===== src/rtl/fps_arbiter.sv =====
// fps_arbiter: two-requester round-robin front end for a shared, non-stalling
// FP add pipeline. It issues operands, tracks the owner of each in-flight
// operation, and routes each result back to its requester as a one-cycle pulse.
module fps_arbiter #(
    parameter int unsigned LAT = 3,
    parameter int unsigned W   = 32
) (
    input  logic         clk,
    input  logic         rst,
    input  logic         en,
    input  logic         req0_valid,
    output logic         req0_ready,
    input  logic [W-1:0] req0_a,
    input  logic [W-1:0] req0_b,
    input  logic         req0_sub,
    input  logic         req1_valid,
    output logic         req1_ready,
    input  logic [W-1:0] req1_a,
    input  logic [W-1:0] req1_b,
    input  logic         req1_sub,
    output logic [W-1:0] fps_a,
    output logic [W-1:0] fps_b,
    input  logic [W-1:0] fps_c,
    output logic         res0_valid,
    output logic [W-1:0] res0_data,
    output logic         res1_valid,
    output logic [W-1:0] res1_data,
    output logic         idle
);

    // Priority pointer: 0 favours requester 0 when both are valid.
    logic         ptr;
    logic         grant0;
    logic         grant1;
    logic [W-1:0] selA;
    logic [W-1:0] selB;
    logic         selSub;
    logic [W-1:0] adjB;

    // Issue stage (aligned with fps_a/fps_b) followed by a LAT-deep chain
    // that tracks the shared pipeline's depth.
    logic           issueVld;
    logic           issueTag;
    logic [LAT-1:0] chainVld;
    logic [LAT-1:0] chainTag;
    logic           res0Q;
    logic           res1Q;

    // Grant selection: single valid requester wins, otherwise the pointer decides.
    always_comb begin
        grant0 = 1'b0;
        grant1 = 1'b0;
        if (!rst && en) begin
            if (req0_valid && (!req1_valid || !ptr)) begin
                grant0 = 1'b1;
            end else if (req1_valid) begin
                grant1 = 1'b1;
            end
        end
    end

    assign req0_ready = grant0;
    assign req1_ready = grant1;

    // Operand mux for the granted requester, with the subtract sign flip on b.
    always_comb begin
        selA   = req0_a;
        selB   = req0_b;
        selSub = req0_sub;
        if (grant1) begin
            selA   = req1_a;
            selB   = req1_b;
            selSub = req1_sub;
        end
        adjB = {selB[W-1] ^ selSub, selB[W-2:0]};
    end

    // Pointer moves to the requester that lost (or was absent) after each grant.
    always_ff @(posedge clk or posedge rst) begin
        if (rst) begin
            ptr <= 1'b0;
        end else if (grant0) begin
            ptr <= 1'b1;
        end else if (grant1) begin
            ptr <= 1'b0;
        end
    end

    // Operand registers hold their value until the next accept.
    always_ff @(posedge clk or posedge rst) begin
        if (rst) begin
            fps_a <= '0;
            fps_b <= '0;
        end else if (grant0 || grant1) begin
            fps_a <= selA;
            fps_b <= adjB;
        end
    end

    // Owner tracking: shifts every edge since the pipeline never stalls.
    always_ff @(posedge clk or posedge rst) begin
        if (rst) begin
            issueVld <= 1'b0;
            issueTag <= 1'b0;
            chainVld <= '0;
            chainTag <= '0;
        end else begin
            issueVld    <= grant0 || grant1;
            issueTag    <= grant1;
            chainVld[0] <= issueVld;
            chainTag[0] <= issueTag;
            for (int unsigned i = 1; i < LAT; i++) begin
                chainVld[i] <= chainVld[i-1];
                chainTag[i] <= chainTag[i-1];
            end
        end
    end

    // Result pulse registers, steered by the owner tag leaving the chain.
    always_ff @(posedge clk or posedge rst) begin
        if (rst) begin
            res0Q <= 1'b0;
            res1Q <= 1'b0;
        end else begin
            res0Q <= chainVld[LAT-1] && !chainTag[LAT-1];
            res1Q <= chainVld[LAT-1] &&  chainTag[LAT-1];
        end
    end

    assign res0_valid = res0Q;
    assign res1_valid = res1Q;
    assign res0_data  = fps_c;
    assign res1_data  = fps_c;

    // Idle when nothing is issued, travelling, or being delivered.
    assign idle = !(issueVld || (|chainVld) || res0Q || res1Q);

endmodule


===== config.mk =====
export PLATFORM = sky130hd
export DESIGN_NAME = fps_arbiter
export DESIGN_NICKNAME = d
export VERILOG_FILES = /design/src/rtl/fps_arbiter.sv
export SDC_FILE = /design/constraint.sdc
export NUM_CORES = 1
export LEC_CHECK = 0
export ABC_AREA = 0
export CELL_PAD_IN_SITES_DETAIL_PLACEMENT = 0
export CELL_PAD_IN_SITES_GLOBAL_PLACEMENT = 1
export CORE_ASPECT_RATIO = 1.2
export CORE_MARGIN = 2
export CORE_UTILIZATION = 21
export CTS_CLUSTER_DIAMETER = 40
export CTS_CLUSTER_SIZE = 40
export DETAILED_ROUTE_END_ITERATION = 8
export HOLD_SLACK_MARGIN = 0.06
export PLACE_DENSITY_LB_ADDON = 0.1
export SLEW_MARGIN = 10
export SYNTH_ARGS = -nofsm -noshare
export SYNTH_HDL_FRONTEND = slang
export SYNTH_SLANG_ARGS = --single-unit

===== constraint.sdc =====
create_clock -name clk -period 2.4 [get_ports clk]
set_input_delay 0.36 -clock clk [delete_from_list [all_inputs] [get_ports clk]]
set_output_delay 0.36 -clock clk [all_outputs]
set_load 0.1 [all_outputs]

==> results of run 1 <==
power by group through the flow:
stage	combinational, mW	sequential [mW]	clock (mW)
4_1_cts	2.55	1.58	1.64
3_3_place_gp	2.54	1.59	0
3_5_place_dp	2.55	1.60	0
2_1_floorplan	0.902	2.99	0
6_report	2.52	1.57	1.59
5_1_grt	2.63	1.60	1.69
critical path, cell delays in order:
cell	delay, ns
clkdlybuf4s50_1	0.58
nand3b_1	0.15
nor2_1	0.33
buf_12	0.23
sequential cells by signal (all words and copies together) (netlist names):
| register | count |
|---|---|
| fps_b | 32 |
| chainTag | 3 |
| ptr | 1 |
| res0_valid | 1 |
| chainVld | 3 |
| res1_valid | 1 |
| issueVld | 1 |
| fps_a | 32 |
| issueTag | 1 |
layer usage:
| layer | up-vias | wire length, µm |
|---|---|---|
| met5 | - | 0 |
| met4 | 0 | 233 |
| li1 | 1655 | - |
| met2 | 123 | 7273 |
| met3 | 23 | 870 |
| met1 | 1649 | 4872 |
final timing paths:
| check | slack (ns) | to | from | cells after the start |
|---|---|---|---|---|
| min in group asynchronous | 0.53 | ptr | rst | 3 |
| worst min register to register | 0.35 | chainTag[0] | issueTag | 0 |
| worst max-delay path | 0.38 | req1_ready | req1_valid | 4 |
| worst min-delay path | 0.35 | chainTag[0] | issueTag | 0 |
| max in group asynchronous | 1.50 | fps_a[18] | rst | 3 |
| worst max register to register | 1.00 | fps_a[14] | ptr | 4 |
area by class of cell:
cell class,count,area share [%]
clock buffer,9,3.827
clock inverter,7,2.105
inverter,3,0.2126
multi-input combinational,207,22.81
sequential,75,31.89
tap,224,4.762
timing repair buffer,215,34.40
per-stage QoR:
step	area [µm²]	utilization, %
final	5886	32.26
after CTS	5886	32.26
after global routing	5886	32.26
after global placement	5537	30.35
after detailed placement	5537	30.35
after floorplan	3921	-
cells in the final DEF (no fill, tap or decap):
cell | netlist | final
inv_6 | 0 | 2
nor3_4 | 0 | 1
dfrtp_1 | 75 | 75
or4_1 | 1 | 1
nor2_2 | 0 | 1
a221o_1 | 1 | 1
buf_12 | 0 | 6
clkinvlp_4 | 0 | 1
bufinv_16 | 0 | 3
nor2_4 | 0 | 1
or2_2 | 0 | 1
clkbuf_16 | 0 | 9
o32ai_1 | 63 | 63
inv_1 | 3 | 2
a21bo_2 | 1 | 1
nand2b_4 | 1 | 1
xnor2_1 | 2 | 2
nor2b_1 | 2 | 1
a32o_1 | 1 | 1
clkinv_2 | 0 | 1
buf_4 | 65 | 75
clkinv_4 | 0 | 1
and2_1 | 1 | 1
o21ai_0 | 110 | 110
a2111oi_0 | 1 | 1
o21ai_1 | 16 | 16
nor3_1 | 2 | 1
nor2_1 | 3 | 1
clkdlybuf4s50_1 | 0 | 134
nand3b_1 | 1 | 1
nor2b_4 | 0 | 1
cells by family (layout without fill, tap and decap cells):
family	Yosys count	after routing	synth area share, %
compound gates	193	193	31.25
buf+inv	109	234	18.35
xor+xnor	2	2	0.4484
flops	75	75	48.03
simple gates	12	12	1.921
==> run metrics, run 1 <==
status complete, no violations; critical path arrival 1.66 ns; vias after detailed routing 3450; register cell area after layout 1877 µm²; Synth warnings 0; fin crit period 2.023 ns; full die area 19720 µm²; max cap viols 0; die height 153.4 µm; Max Freq 494.3 MHz; Post-synth EDFFs 0; CTS tree done; IO Port Bufs 203; Setup Viol. Count Final 0; routed len/inst 17.90 µm; Vias/cell 4.662; setup TNS 0 ns; placed insts 724; fraction of registers with async set/reset 100.0%; DIE WIDTH 128.5 µm; Mapped Nets 558; worst slew pin tran 0.5552 ns; largest net degree at the start of global routing 64; Comb power frac 44.4%; synthesized cell area 3907 µm²; Num CTS Buffers 9; Sw Pwr 2.569 mW; fin worst setup slack 0.3768 ns; Max Slew Vio Count 0; met1 GRT Util 14.13%; Post-synth top cells o21ai_0 (110), dfrtp_1 (75), buf_4 (65); cell taking the most area after synthesis dfrtp_1; Setup WS pre-CTS 0.2485 ns; Yosys cell types 23; synthesized area per cell 9.994 µm²; Worst IR Drop VDD 0.3494 mV; Startpoint Class input port; clk slew on worst S/H paths 0.06 ns; post-route DRC violation count 0; Sw Share 45.25%; Fin. Hold Viols 0; busiest grt layer met2; DP Wirelength 9.581 mm; GR Util met2 25.20%; cell count after synthesis 391; Internal 3.108 mW; clock buffer depth 2; initial antenna violation count 0; n_diodes 0; Power Total 5.677 mW; Placeable Area 18240 µm²; register area share after synthesis 48.03%; Fillers 1914; final wirelength 13.25 mm; Clock Power Share 27.9%; Relative slew margins 62.99%; TritonRoute pass-1 iters 4; global-route track usage on met3 3.150%; leading cell type by number of instances after synthesis o21ai_0; critical path required time 2.04 ns; Final nets 678; min-delay worst type flip-flop to flip-flop; proportion of layout cells with a drive suffix above 1 20.35%; largest fanout on the critical path 4; Multi-input gate area 1343 µm²; Area Growth Syn to Fin 50.62%; crit path kind input port to primary output; Worst Skew 0.003924 ns; GPL Wtd Cong 0.6919; CTS resizes 0; Starting Density 21.42%; clock latency on the worst-skew pair 0.33 ns; # IOs 300; vias in the first global route 3570; hold bufs inserted after CTS 0; First DRT Iteration DRCs 173; share of the synthesized area in the top cell type 48.03%; CTS Root Buffer Type clkbuf_16; Post-DRT Antenna Nets 0; top_reg_cell synth dfrtp_1; GR Util All Layers 13.37%; hold_ws 0.3465 ns; Post-CTS Repair Setup Buffers 0; num rows 54; Setup crit end kind primary output; H-tree Lvls 3; sequential power share 27.7%; fraction of the cycle the final worst path needs 84.30%; unrepaired setup endpoints after global routing false; first-pass GRT wire length 20.11 mm; Pwr per Cell Area 964.6 nW/µm²; Leakage Power 2.317 nW; clock sink total 75; Synth Register Bits 75; grt total ovfl 0; Finished Layout Cells 740; Synth area leaders dfrtp_1 (48%), o32ai_1 (14%), o21ai_0 (14%)
(Power assumes the default switching activity.)
==> run 2: changes to the inputs <==
- clock period: 2.4 -> 1.8 ns (I/O delays scaled with it)
==> run 2 against run 1 <==
Effect of this change:
- the run now ends with negative setup slack left
- flip-flop and latch count unchanged
- clock power up 16%
- power up 30%
- die area unchanged
- first-iteration DRC count down 14%
- utilization up 0.90 points
- sequential power up 34%
- clock-buffer cell count up 1
- sequential share of layout area down 0.82 points
- via count up 0.96%
- design area up 2.8%
- worst hold slack better by 0.0031 ns
- largest cell class unchanged
==> run metrics, run 2 (synthesis results as in run 1) <==
Core Util, Final 33.16% (+0.90 points); failing checks negative setup slack; clock buffer depth 2 (unchanged); Fin. Hold Viols 0 (unchanged); GPL Wtd Cong 0.7364 (+6.4%); Hold Path End chainTag[0]; fin worst setup slack -0.08114 ns (-0.4580 ns); clock latency on the worst-skew pair 0.33 ns (about the same); proportion of layout cells with a drive suffix above 1 23.35% (+3.0 points); Max Freq 531.6 MHz; vias after detailed routing 3483 (+0.96%); critical path required time 1.53 ns (-0.51 ns); die height 153.4 µm (unchanged); FF-to-FF setup slack 0.43 ns (-0.57 ns); commonest non-fill, non-tap cells in the layout clkdlybuf4s50_1 (134), o21ai_0 (110), buf_4 (84); first-pass GRT wire length 21.12 mm (+5.0%); Placeable Area 18240 µm² (unchanged); Area Growth Syn to Fin 54.82%; largest registers fps_a x32, fps_b x32; Worst IR Drop VDD 0.4549 mV (+30%); num rows 54 (unchanged); Post-DRT Antenna Nets 0 (unchanged); First DRT Iteration DRCs 148 (-14%); Startpoint Class flip-flop; TritonRoute pass-1 iters 5 (+1); # IOs 300 (unchanged); CTS tree done; Pwr per Cell Area 1222 nW/µm² (+27%); IO Port Bufs 203 (unchanged); fraction of the cycle the final worst path needs 104.5%; Fillers 1927 (+0.68%); Setup Viol. Count Final 1 (+1); status finished with violations; Worst Skew 0.003659 ns (-0.0002653 ns); critical-path cell list or4_4, nor3_4, buf_12; GR Util All Layers 13.93% (+0.55 points); clock sink total 75 (unchanged); unrepaired setup endpoints after global routing true; largest net degree at the start of global routing 76 (+19%); DP Wirelength 10.07 mm (+5.1%); family with the most delay on the worst path simple AND/OR/NAND/NOR gates; crit path kind flip-flop to primary output; placed inst area 5707 µm² (+3.1%); Setup crit end kind primary output; leading cell type in the layout, fill and taps excluded clkdlybuf4s50_1; worst slew pin tran 0.4447 ns (-0.1105 ns); Max Slew Vio Count 0 (unchanged); initial antenna violation count 0 (unchanged); H-tree Lvls 3 (unchanged); Relative slew margins 70.35% (+7.4 points); Final nets 693 (+2.2%); Min-Delay Path Depth 0 (unchanged); Num CTS Buffers 9 (unchanged); max cap viols 0 (unchanged); Setup WS pre-CTS -0.1054 ns (-0.3539 ns); n_diodes 0 (unchanged); CTS Root Buffer Type clkbuf_16; Worst path max stage delay 0.54 ns (-0.04 ns); final instance area 6050 µm² (+2.8%); grt total ovfl 0 (unchanged); critical path arrival 1.61 ns (-0.05 ns); fin crit period 1.881 ns; full die area 19720 µm² (unchanged); Finished Layout Cells 755 (+2.0%); Starting Density 21.42% (unchanged); Vias/cell 4.613 (-1.0%); reg2reg start ptr; DIE WIDTH 128.5 µm (unchanged); worst reg2reg path endpoint fps_a[18]; vias in the first global route 3761 (+5.4%); Buf+Inv Stages, Crit Path 1 (-1); routed len/inst 18.30 µm (+2.2%); largest fanout on the critical path 2 (-2); placed insts 735 (+1.5%); min-delay worst type flip-flop to flip-flop; post-route DRC violation count 0 (unchanged); R2R depth 4 (unchanged); Leakage Power 2.386 nW (+3.0%); final wirelength 13.82 mm (+4.3%); clk slew on worst S/H paths 0.06 ns (about the same); CP max-delay cell or4_4; Hold Path Origin issueTag
==> run 2: layout make-up <==
class	count	area (µm²)	share of cell area (%)
clock buffer	10	239.0	3.950
clock inverter	6	65.06	1.075
inverter	3	15.01	0.2482
multi-input combinational	207	1359	22.46
sequential	75	1879	31.07
tap	224	280.3	4.633
timing repair buffer	230	2212	36.57
==> run 2: layer usage <==
metal	up-vias	share of wire, %	wire length [µm]	global-route usage [%]
met4	0	3.2	446	6.522
met3	40	5.6	771	2.765
li1	1677	-	-	-
met1	1639	41	5603	16.35
met5	-	0	0	0
met2	127	51	6995	24.19
==> run 2: worst reg2reg max path, delay by kind of cell, from the launching register on <==
| kind | cells | cell delay (ns) |
|---|---|---|
| flops | 1 | 0.43 |
| compound gates | 3 | 0.62 |
| buf+inv | 1 | 0.20 |
==> run 2: per-stage QoR <==
step	setup TNS [ns]	hold WS (ns)	total power [mW]
2_1_floorplan	-0.5641	0.3312	5.187
3_3_place_gp	-0.1452	0.3328	5.605
3_5_place_dp	-0.7420	0.3362	5.611
4_1_cts	-0.09992	0.3529	7.497
5_1_grt	-0.1540	0.3658	7.748
6_report	-0.08114	0.3496	7.390
==> run 2: report_power, final <==
| group | internal, mW | switching [mW] |
|---|---|---|
| sequential | 1.95 | 0.148 |
| combinational | 0.898 | 2.55 |
| clock | 1.11 | 0.725 |
| total | 3.96 | 3.43 |
==> run 2: how the worst max path moves through the flow <==
stage / start / slack, ns / cells past startpoint / end
floorplan: res0_valid / -0.45 / 2 / idle
global placement: rst / -0.06 / 5 / fps_a[1]
detailed placement: rst / -0.11 / 5 / fps_a[18]
CTS: chainVld[0] / -0.1 / 3 / idle
global route: chainVld[0] / -0.15 / 3 / idle
finish: chainVld[0] / -0.08 / 3 / idle
==> run 2: repair_timing <==
| item | 4_1_cts | 5_1_grt |
|---|---|---|
| hold buffers | 0 | 0 |
| setup endpoints to repair | 1 | 2 |
| gates resized for setup | 1 | 1 |
| pin swaps | 1 | 1 |
| buffers inserted | 1 | 3 |
| hold endpoints to repair | 0 | 0 |
